## src/rtl/spi_pkg.sv

```systemverilog
// Shared types and default sizing for the parameterised SPI master.
package spi_pkg;

    typedef enum logic [1:0] {
        ST_IDLE  = 2'b00,
        ST_FRONT = 2'b01,
        ST_SHIFT = 2'b10
    } spi_state_e;

    localparam int DEF_DATA_W = 16;
    localparam int DEF_DIV_W  = 5;
    localparam int DEF_NUM_SS = 2;

    // Width of the slave index; a single-slave build still needs one bit.
    function automatic int sel_width(input int num_ss);
        if (num_ss > 1) begin
            return $clog2(num_ss);
        end else begin
            return 1;
        end
    endfunction

endpackage

```

## src/rtl/spi_sclk_gen.sv

```systemverilog
// SCLK divider: free-running counter while a transfer is active, with
// single-cycle fall/rise strobes decoded from the counter value.
module spi_sclk_gen #(
    parameter int DIV_W = 5
) (
    input  logic clk,
    input  logic rst_cnt,
    input  logic load,
    input  logic run,
    input  logic run_nxt,
    output logic SCLK,
    output logic fall,
    output logic rise
);

    // Load value places the first fall a quarter period after the start.
    localparam logic [DIV_W-1:0] DIV_LOAD = {2'b10, {(DIV_W-2){1'b1}}};
    localparam logic [DIV_W-1:0] DIV_FALL = {DIV_W{1'b1}};
    localparam logic [DIV_W-1:0] DIV_RISE = {1'b0, {(DIV_W-1){1'b1}}};
    localparam logic [DIV_W-1:0] DIV_ONE  = {{(DIV_W-1){1'b0}}, 1'b1};

    logic [DIV_W-1:0] div_r;
    logic [DIV_W-1:0] div_nxt_s;
    logic             sclk_r;

    // Next divider value.
    always_comb begin
        div_nxt_s = div_r;
        if (load) begin
            div_nxt_s = DIV_LOAD;
        end else if (run) begin
            div_nxt_s = div_r + DIV_ONE;
        end else begin
            div_nxt_s = div_r;
        end
    end

    // Divider and glitch-free registered SCLK (high whenever idle).
    always_ff @(posedge clk or posedge rst_cnt) begin
        if (rst_cnt) begin
            div_r  <= {DIV_W{1'b0}};
            sclk_r <= 1'b1;
        end else begin
            div_r  <= div_nxt_s;
            sclk_r <= run_nxt ? div_nxt_s[DIV_W-1] : 1'b1;
        end
    end

    assign SCLK = sclk_r;
    assign fall = run && (div_r == DIV_FALL);
    assign rise = run && (div_r == DIV_RISE);

endmodule

```

## src/rtl/spi_mstr_param.sv

```systemverilog
// Parameterised SPI master (mode 3 style: SCLK idles high, MOSI changes on
// falling SCLK, MISO sampled on rising SCLK).
module spi_mstr_param
    import spi_pkg::*;
#(
    parameter int DATA_W    = DEF_DATA_W,
    parameter int DIV_W     = DEF_DIV_W,
    parameter int NUM_SS    = DEF_NUM_SS,
    parameter int MSB_FIRST = 1
) (
    input  logic                          clk,
    input  logic                          rst_cnt,
    input  logic                          wrt,
    input  logic [DATA_W-1:0]             cmd,
    input  logic [sel_width(NUM_SS)-1:0]  ss_sel,
    input  logic                          MISO,
    output logic [NUM_SS-1:0]             SS_n,
    output logic                          SCLK,
    output logic                          MOSI,
    output logic                          busy,
    output logic                          done,
    output logic [DATA_W-1:0]             rd_data
);

    localparam int               CNT_W    = $clog2(DATA_W) + 1;
    localparam logic [CNT_W-1:0] CNT_LAST = CNT_W'(DATA_W);
    localparam logic [CNT_W-1:0] CNT_ONE  = CNT_W'(1);

    spi_state_e        state_r, state_nxt_s;
    logic [DATA_W-1:0] sr_r, sr_nxt_s, sr_shift_s;
    logic              buf_r, buf_nxt_s;
    logic [CNT_W-1:0]  cnt_r, cnt_nxt_s;
    logic [NUM_SS-1:0] ss_n_r, ss_n_nxt_s;
    logic              busy_r, busy_nxt_s;
    logic              done_r, done_nxt_s;
    logic [DATA_W-1:0] rd_r, rd_nxt_s;
    logic              accept_s;
    logic              fall_s;
    logic              rise_s;

    spi_sclk_gen #(
        .DIV_W (DIV_W)
    ) u_sclk_gen (
        .clk     (clk),
        .rst_cnt (rst_cnt),
        .load    (accept_s),
        .run     (state_r != ST_IDLE),
        .run_nxt (state_nxt_s != ST_IDLE),
        .SCLK    (SCLK),
        .fall    (fall_s),
        .rise    (rise_s)
    );

    // Shift register with the sampled MISO bit entering at the far end.
    always_comb begin
        sr_shift_s = sr_r;
        if (MSB_FIRST != 0) begin
            sr_shift_s = {sr_r[DATA_W-2:0], buf_r};
        end else begin
            sr_shift_s = {buf_r, sr_r[DATA_W-1:1]};
        end
    end

    // Next-state and next-output logic.
    always_comb begin
        state_nxt_s = state_r;
        sr_nxt_s    = sr_r;
        buf_nxt_s   = buf_r;
        cnt_nxt_s   = cnt_r;
        ss_n_nxt_s  = ss_n_r;
        busy_nxt_s  = busy_r;
        done_nxt_s  = done_r;
        rd_nxt_s    = rd_r;
        accept_s    = 1'b0;
        case (state_r)
            ST_IDLE: begin
                if (wrt) begin
                    accept_s    = 1'b1;
                    sr_nxt_s    = cmd;
                    cnt_nxt_s   = {CNT_W{1'b0}};
                    done_nxt_s  = 1'b0;
                    busy_nxt_s  = 1'b1;
                    state_nxt_s = ST_FRONT;
                    // An out-of-range index leaves every select high.
                    for (int i = 0; i < NUM_SS; i++) begin
                        if (int'(ss_sel) == i) begin
                            ss_n_nxt_s[i] = 1'b0;
                        end else begin
                            ss_n_nxt_s[i] = 1'b1;
                        end
                    end
                end else begin
                    state_nxt_s = ST_IDLE;
                end
            end
            ST_FRONT: begin
                if (fall_s) begin
                    state_nxt_s = ST_SHIFT;
                end else begin
                    state_nxt_s = ST_FRONT;
                end
            end
            ST_SHIFT: begin
                if (rise_s) begin
                    buf_nxt_s = MISO;
                    if (cnt_r != CNT_LAST) begin
                        cnt_nxt_s = cnt_r + CNT_ONE;
                    end else begin
                        cnt_nxt_s = cnt_r;
                    end
                end else begin
                    buf_nxt_s = buf_r;
                end
                if (fall_s) begin
                    sr_nxt_s = sr_shift_s;
                    if (cnt_r == CNT_LAST) begin
                        rd_nxt_s    = sr_shift_s;
                        ss_n_nxt_s  = {NUM_SS{1'b1}};
                        done_nxt_s  = 1'b1;
                        busy_nxt_s  = 1'b0;
                        state_nxt_s = ST_IDLE;
                    end else begin
                        state_nxt_s = ST_SHIFT;
                    end
                end else begin
                    state_nxt_s = ST_SHIFT;
                end
            end
            default: begin
                ss_n_nxt_s  = {NUM_SS{1'b1}};
                busy_nxt_s  = 1'b0;
                state_nxt_s = ST_IDLE;
            end
        endcase
    end

    // State and datapath registers.
    always_ff @(posedge clk or posedge rst_cnt) begin
        if (rst_cnt) begin
            state_r <= ST_IDLE;
            sr_r    <= {DATA_W{1'b0}};
            buf_r   <= 1'b0;
            cnt_r   <= {CNT_W{1'b0}};
            ss_n_r  <= {NUM_SS{1'b1}};
            busy_r  <= 1'b0;
            done_r  <= 1'b1;
            rd_r    <= {DATA_W{1'b0}};
        end else begin
            state_r <= state_nxt_s;
            sr_r    <= sr_nxt_s;
            buf_r   <= buf_nxt_s;
            cnt_r   <= cnt_nxt_s;
            ss_n_r  <= ss_n_nxt_s;
            busy_r  <= busy_nxt_s;
            done_r  <= done_nxt_s;
            rd_r    <= rd_nxt_s;
        end
    end

    assign MOSI    = (MSB_FIRST != 0) ? sr_r[DATA_W-1] : sr_r[0];
    assign SS_n    = ss_n_r;
    assign busy    = busy_r;
    assign done    = done_r;
    assign rd_data = rd_r;

endmodule

```

## config.mk

```make
export PLATFORM = sky130hd
export DESIGN_NAME = spi_mstr_param
export DESIGN_NICKNAME = d
export VERILOG_FILES = /design/src/rtl/spi_pkg.sv /design/src/rtl/spi_sclk_gen.sv /design/src/rtl/spi_mstr_param.sv
export SDC_FILE = /design/constraint.sdc
export NUM_CORES = 1
export LEC_CHECK = 0
export ABC_AREA = 1
export CAP_MARGIN = 20
export CORE_MARGIN = 5
export CORE_UTILIZATION = 52
export DETAILED_ROUTE_END_ITERATION = 6
export GPL_TIMING_DRIVEN = 0
export HOLD_SLACK_MARGIN = 0.08
export PLACE_DENSITY = 0.85
export SYNTH_ARGS = -nofsm -noshare
export SYNTH_HDL_FRONTEND = slang
export SYNTH_SLANG_ARGS = --single-unit
export TNS_END_PERCENT = 50
```

## constraint.sdc

```tcl
create_clock -name clk -period 1.9 [get_ports clk]
set_input_delay 0.38 -clock clk [delete_from_list [all_inputs] [get_ports clk]]
set_output_delay 0.38 -clock clk [all_outputs]
set_load 0.02 [all_outputs]
```

==> results of run 1 <==
state kept, by name (all words and copies together), names as in the netlist:
| name | cells |
|---|---|
| done | 1 |
| state_r | 2 |
| SS_n | 2 |
| rd_data | 16 |
| u_sclk_gen.div_r | 5 |
| sr_r | 16 |
| buf_r | 1 |
| u_sclk_gen.SCLK | 1 |
| busy | 1 |
| cnt_r | 5 |
metal layers:
metal / track usage (%) / vias up / wire length [um]
li1: - / 1026 / -
met1: 24.1 / 937 / 2400
met4: 5.07 / 0 / 70
met3: 4.46 / 9 / 237
met5: 0 / - / 0
met2: 28.9 / 39 / 2390
timing repair:
| action | in CTS | in global routing |
|---|---|---|
| hold endpoints to repair | 0 | 0 |
| setup buffers | 0 | 0 |
| pin swaps | 0 | 1 |
| hold buffers | 0 | 0 |
| endpoints found under the setup margin | 1 | 30 |
| resized for setup | 2 | 8 |
metrics by stage:
step / power (uW) / worst slack (ns) / cells
final: 1770 / 0.0803 / 398
after floorplan: 1100 / 0.274 / 295
after global routing: 1840 / 0.0213 / 398
after detailed placement: 1160 / -0.00890 / 390
after global placement: 1150 / -0.651 / 389
after CTS: 1790 / 0.00286 / 398
cell usage after synthesis:
master / n
dfrtp_1: 46
nand2_1: 72
nor2_1: 53
clkbuf_1: 1
ha_1: 5
o21ai_2: 8
dfstp_2: 4
inv_1: 33
buf_6: 4
inv_2: 2
nor2_4: 4
or2_2: 2
o21ai_0: 31
nand3_1: 14
nand3b_1: 1
clkbuf_2: 1
a21oi_1: 1
nand2_2: 3
o21ai_1: 1
o22ai_1: 2
nand4_1: 2
buf_2: 3
nand2_4: 1
xor2_1: 1
power by group through the flow:
stage / registers, uW / logic, uW / clock network [uW]
final: 1060 / 71.4 / 632
after global routing: 1070 / 79.5 / 696
after CTS: 1060 / 73.2 / 649
after detailed placement: 1090 / 72.6 / 0
after global placement: 1090 / 68.1 / 0
after floorplan: 1090 / 17.9 / 0
how the worst max path moves through the flow:
stage | to | slack (ns)
6_report | SS_n[1] | 0.08
5_1_grt | sr_r[8] | 0.02
4_1_cts | rd_data[0] | 0.003
3_5_place_dp | sr_r[7] | -0.009
3_3_place_gp | rd_data[10] | -0.65
2_1_floorplan | sr_r[10] | 0.27
layout make-up:
cell class / instances / area [sq um]
Multi-Input combinational cell: 201 / 986
Inverter: 35 / 131
Timing Repair Buffer: 43 / 440
Tap cell: 52 / 65.1
Fill cell: 398 / 1400
Sequential cell: 50 / 1260
Clock buffer: 8 / 90.1
Buffer: 9 / 71.3
cell families (layout without fill, tap and decap cells):
group | after synthesis | after routing | synth area share [%]
and+or+nand+nor | 152 | 152 | 26.7
DFF | 50 | 50 | 51.9
buffers and inverters | 44 | 95 | 8.26
AOI/OAI and AO/OA | 43 | 43 | 10.2
adders and majority gates | 5 | 5 | 2.58
xor gates and xnor gates | 1 | 1 | 0.362
placed cells by master (no fill, tap or decap), drive strengths merged:
master,count
a21oi,1
buf,8
clkbuf,10
clkdlybuf4s50,42
dfrtp,46
dfstp,4
ha,5
inv,35
nand2,76
nand3,14
nand3b,1
nand4,2
nor2,57
o21ai,40
o22ai,2
or2,2
xor2,1
==> results.md, run 1 <==
- Worst-path maximum fanout: 2
- Diodes inserted: 0
- Synthesis Warnings: 0
- # setup viols final: 0
- #FFs+latches synth: 50
- Crit path arrival time: 1.44 ns
- Top cells by area, synth: dfrtp_1 (48%), nand2_1 (11%), nor2_1 (8.2%)
- CTS tree: built
- Post-layout instance area: 3040 sq um
- Critical path's slowest cell: clkdlybuf4s50_1
- Sequential fraction of design power: 60.2%
- R2R Setup Slk: 0.15 ns
- Initial DRC count: 149
- WL/cell: 12.8 um
- CP top delay family: buffers and inverters
- Initial antenna violation count: 0
- Post-layout util: 68.4%
- First-pass GRT wire length: 8.76 mm
- Area share of the largest cell type after synthesis: 47.5%
- Cell count after synthesis: 295
- HP Class: in2async
- Fraction of layout cells with a size suffix above 1: 13.6%
- Combinational Power Share: 4.0%
- Max Slew Vio Count: 0
- CTS root buffer: clkbuf_8
- Vias in the first global route: 1882
- Critical Path Start Type: register
- Post-route ant nets: 0
- CTS sink cnt: 50
- Post-Syn Nets: 321
- Clock Power Share: 35.7%
- Setup crit start: SS_n[1]
- Core Rows: 24
- Net Sw Power: 365 uW
- Internal power: 1400 uW
- Endpoint class of the critical path: output port
- RSZ-0062 raised after global routing: no
- Post-Route Setup TNS: 0 ns
- Remaining DRCs: 0
- Port Buf Inserts: 42
- H-tree lvl count: 2
- Pwr/cell area: 582 nW/um^2
- Area leader, netlist: dfrtp_1
- Clock Path Buffers: 2
- Clk pin slew, worst setup/hold paths: 0.08 ns
- Grt ovf: 0
- Clock latency on the worst-skew pair: 0.31 ns
- Max stage delay on crit path: 0.60 ns
- Worst Path Required: 1.52 ns
- Final Hold Viols: 0
- TritonCTS Buffers: 5
- Die width: 78.3 um
- Switch share: 20.7%
- Vias per cell: 5.05
- Fmax: 0.550 GHz
- Peak VDD IR: 0.459 mV
- Core area: 4440 sq um
- Post-DP HPWL: 3.72 mm
- P&R area growth vs syn: 25.5%
- CP Cell Sequence: clkdlybuf4s50_1
- Leakage: 0.00160 uW
- Worst flop-to-flop path endpoint: sr_r[6]
- Reg2reg start: u_sclk_gen.div_r[1]
- Avg Synthesized Cell Area: 8.21 sq um
- Actual slew at the worst max-slew pin: 0.384 ns
- DR vias: 2011
- Die Ht: 78.3 um
- Final #Nets: 371
- WP depth: 1
- Ports: 43
- Starting Density: 54.5%
- Critical path class: reg2out
- Worst reg2reg path depth: 9
- DR pass1 iterations: 4
- GRT Overall Usage: 17.9%
- Synthesized area: 2420 sq um
- Die ar.: 6120 sq um
- Final hold slack: 0.358 ns
- Post-synthesis sequential area ratio: 51.9%
- Post-place instance area: 2930 sq um
- Largest net degree at the start of global routing: 37
- Netlist cell types: 24
- Slew margin rel.: 74.1%
- Clock skew: 0.00803 ns
- GP Congestion: 0.868
- Outcome: finished, final reports clean
- Final period demand of the worst path: 1.82 ns
- Worst path bufs/invs: 1
- Routed WL: 5.10 mm
- Max Cap Viol: 0
- Crit share post-route: 95.8%
Note: power is estimated with default switching activity, not from simulation.
==> inputs of run 2 (changes only) <==
Settings changed: PLACE_DENSITY 0.85 to 0.79.
==> run 2 against run 1 <==
Via count shrank 0.20%. Cell area is 0.82% higher. Core utilization increased by 0.56 points. Total power increased by 7.4%. Global-route usage is 1.3 points higher. Worst hold slack worse by 0.011 ns. Register-to-register slack worse by 0.08 ns. Die area is the same. Non-clock buffer count rose by 1. Sequential power barely moved. Sequential share of layout area decreased by 0.34 points. Critical endpoint is now sr_r[12]. Largest power group unchanged.
==> results.md, run 2 (same netlist as run 1, synthesis figures left out) <==
- Outcome: finished, final reports clean (unchanged)
- Leakage: 0.00161 uW (was 0.00160 uW)
- Commonest cells after routing, fill and taps aside: nand2_1 (71), nor2_1 (52), dfrtp_1 (46) (was nand2_1 (70), nor2_1 (50), dfrtp_1 (46))
- R2R Setup Slk: 0.07 ns (was 0.15 ns)
- Post-route ant nets: 0 (unchanged)
- Setup crit start: u_sclk_gen.div_r[1] (was SS_n[1])
- Tot Pwr: 1900 uW (was 1770 uW)
- Fmax: 0.546 GHz (was 0.550 GHz)
- Post-layout instance area: 3070 sq um (was 3040 sq um)
- First-pass GRT wire length: 9.53 mm (was 8.76 mm)
- Pwr/cell area: 619 nW/um^2 (was 582 nW/um^2)
- Clock skew: 0.0123 ns (was 0.00803 ns)
- Worst reg2reg path depth: 10 (was 9)
- Worst flop-to-flop path endpoint: sr_r[12] (was sr_r[6])
- Critical path's slowest cell: dfrtp_1 (was clkdlybuf4s50_1)
- Remaining DRCs: 0 (unchanged)
- Die Ht: 78.3 um (unchanged)
- Commonest non-fill, non-tap cell in the layout: nand2_1 (unchanged)
- DR pass1 iterations: 4 (unchanged)
- Final period demand of the worst path: 1.83 ns (was 1.82 ns)
- GP Congestion: 0.775 (was 0.868)
- Vias per cell: 5.03 (was 5.05)
- P&R area growth vs syn: 26.5% (was 25.5%)
- Post-DP HPWL: 3.91 mm (was 3.72 mm)
- Max Slew Vio Count: 0 (unchanged)
- Port Buf Inserts: 42 (unchanged)
- Largest net degree at the start of global routing: 37 (unchanged)
- Core Rows: 24 (unchanged)
- Crit share post-route: 96.4% (was 95.8%)
- Final Hold Viols: 0 (unchanged)
- CTS tree: built (unchanged)
- Routed WL: 5.35 mm (was 5.10 mm)
- CP Cell Sequence: ha_1 -> nand2_1 -> nor2_1 -> ha_2 -> inv_1 -> nor2_4 -> nor2_4 -> buf_6 -> nand2_1 -> o21ai_2 (was clkdlybuf4s50_1)
- Core area: 4440 sq um (unchanged)
- Actual slew at the worst max-slew pin: 0.410 ns (was 0.384 ns)
- Min setup slack post-route: 0.0692 ns (was 0.0803 ns)
- WL/cell: 13.4 um (was 12.8 um)
- Max stage delay on crit path: 0.39 ns (was 0.60 ns)
- Initial DRC count: 103 (was 149)
- Sequential Area: 1260 sq um (unchanged)
- Hold-fix buffers, CTS: 0 (unchanged)
- Worst Path Required: 2.09 ns (was 1.52 ns)
- Die width: 78.3 um (unchanged)
- Diodes inserted: 0 (unchanged)
- Critical Path Start Type: register (unchanged)
- DR vias: 2007 (was 2011)
- Critical path class: reg2reg (was reg2out)
- Starting Density: 54.5% (unchanged)
- Max Cap Viol: 0 (unchanged)
- Final hold slack: 0.347 ns (was 0.358 ns)
- CTS sink cnt: 50 (unchanged)
- Post-place instance area: 2930 sq um (unchanged)
- # fillers: 384 (was 398)
- Area of the multi-input gates: 983 sq um (was 986 sq um)
- Worst-path maximum fanout: 10 (was 2)
- HP Class: in2async (unchanged)
- Ports: 43 (unchanged)
- Reg2reg start: u_sclk_gen.div_r[1] (unchanged)
- Vias in the first global route: 2153 (was 1882)
- Worst path bufs/invs: 2 (was 1)
- RSZ-0062 raised after global routing: yes (was no)
- Fraction of layout cells with a size suffix above 1: 13.5% (was 13.6%)
- Grt ovf: 0 (unchanged)
- Initial antenna violation count: 0 (unchanged)
- Endpoint class of the critical path: register (was output port)
- CP top delay family: simple AND/OR/NAND/NOR gates (was buffers and inverters)
- TritonCTS Buffers: 5 (unchanged)
- Clock latency on the worst-skew pair: 0.31 ns (about the same)
- GRT Overall Usage: 19.2% (was 17.9%)
- Peak VDD IR: 0.438 mV (was 0.459 mV)
- Pre-CTS setup slack: -0.0362 ns (was -0.00890 ns)
- Crit path arrival time: 2.02 ns (was 1.44 ns)
- Final #Nets: 372 (was 371)
- Post-Route Setup TNS: 0 ns (unchanged)
- Die ar.: 6120 sq um (unchanged)
- # setup viols final: 0 (unchanged)
- Clk pin slew, worst setup/hold paths: 0.09 ns (was 0.08 ns)
- Clock Path Buffers: 2 (unchanged)
- CTS root buffer: clkbuf_8 (unchanged)
- Slew margin rel.: 72.6% (was 74.1%)
- H-tree lvl count: 2 (unchanged)
[run 2: cell types whose count changed in the layout (fill, tap and decap cells not counted)]
cell       delta
nand2_2       -1
inv_6         +1
nor2_4        +1
buf_2         +1
nand2_1       +1
clkbuf_8      -1
nor2_2        -3
o21ai_1       +1
nor2_1        +2
o21ai_0       -1
clkinv_2      +1
bufinv_16     +1
clkbuf_1      -2
[run 2: area by class of cell]
cell class	instances	share of cell area [%]
clock buffers	5	2.24
well taps	52	2.12
flip-flops and latches	50	41.0
plain buffers	9	2.24
multi-input cells	201	32.1
repair buffers	44	14.6
clock inverters	3	1.43
inverters	35	4.29
[run 2: metal layers]
metal | global-route usage [%] | vias to the layer above | share of wire, %
met3 | 4.69 | 6 | 4.6
met2 | 32.4 | 47 | 50
met1 | 24.5 | 931 | 44
li1 | - | 1023 | -
met5 | 0 | - | 0
met4 | 6.12 | 0 | 1.5
[run 2: stage by stage]
stage          utilization, %  cells
2_1_floorplan               -    295
5_1_grt                  69.0    399
6_report                 69.0    399
3_3_place_gp             65.4    389
3_5_place_dp             65.9    390
4_1_cts                  68.6    398
[run 2: worst register-to-register path: stages, from the launching register on]
cell and delay, ns:
dfrtp_1 0.39, ha_1 0.20, nand2_1 0.07, nor2_1 0.14
ha_2 0.27, inv_1 0.12, nor2_4 0.16, nor2_4 0.07
buf_6 0.15, nand2_1 0.09, o21ai_2 0.06
[run 2: power breakdown]
| group | leakage, uW | total, uW | internal (uW) | switching, uW |
|---|---|---|---|---|
| clock network | 0.0000585 | 763 | 395 | 368 |
| registers | 0.000652 | 1070 | 1060 | 0.356 |
| logic | 0.000902 | 71.1 | 41.0 | 30.1 |
[run 2: what timing repair did]
item | in CTS | in global routing
pin swaps | 0 | 0
setup endpoints to repair | 10 | 31
endpoints found under the hold margin | 0 | 0
buffers inserted | 0 | 1
resized for setup | 2 | 5
[run 2: worst max path at each step]
stage	end	cells past startpoint	slack (ns)
3_3_place_gp	cnt_r[2]	2	-0.64
6_report	sr_r[12]	10	0.07
2_1_floorplan	sr_r[10]	10	0.27
4_1_cts	sr_r[0]	9	0.03
3_5_place_dp	rd_data[0]	8	-0.04
5_1_grt	rd_data[0]	8	-0.07
==> inputs of run 3 (changes only) <==
Settings changed: CAP_MARGIN 20 to unset.
==> results of run 3 <==
The final DEF is identical to that of run 2; final timing and power are the same.
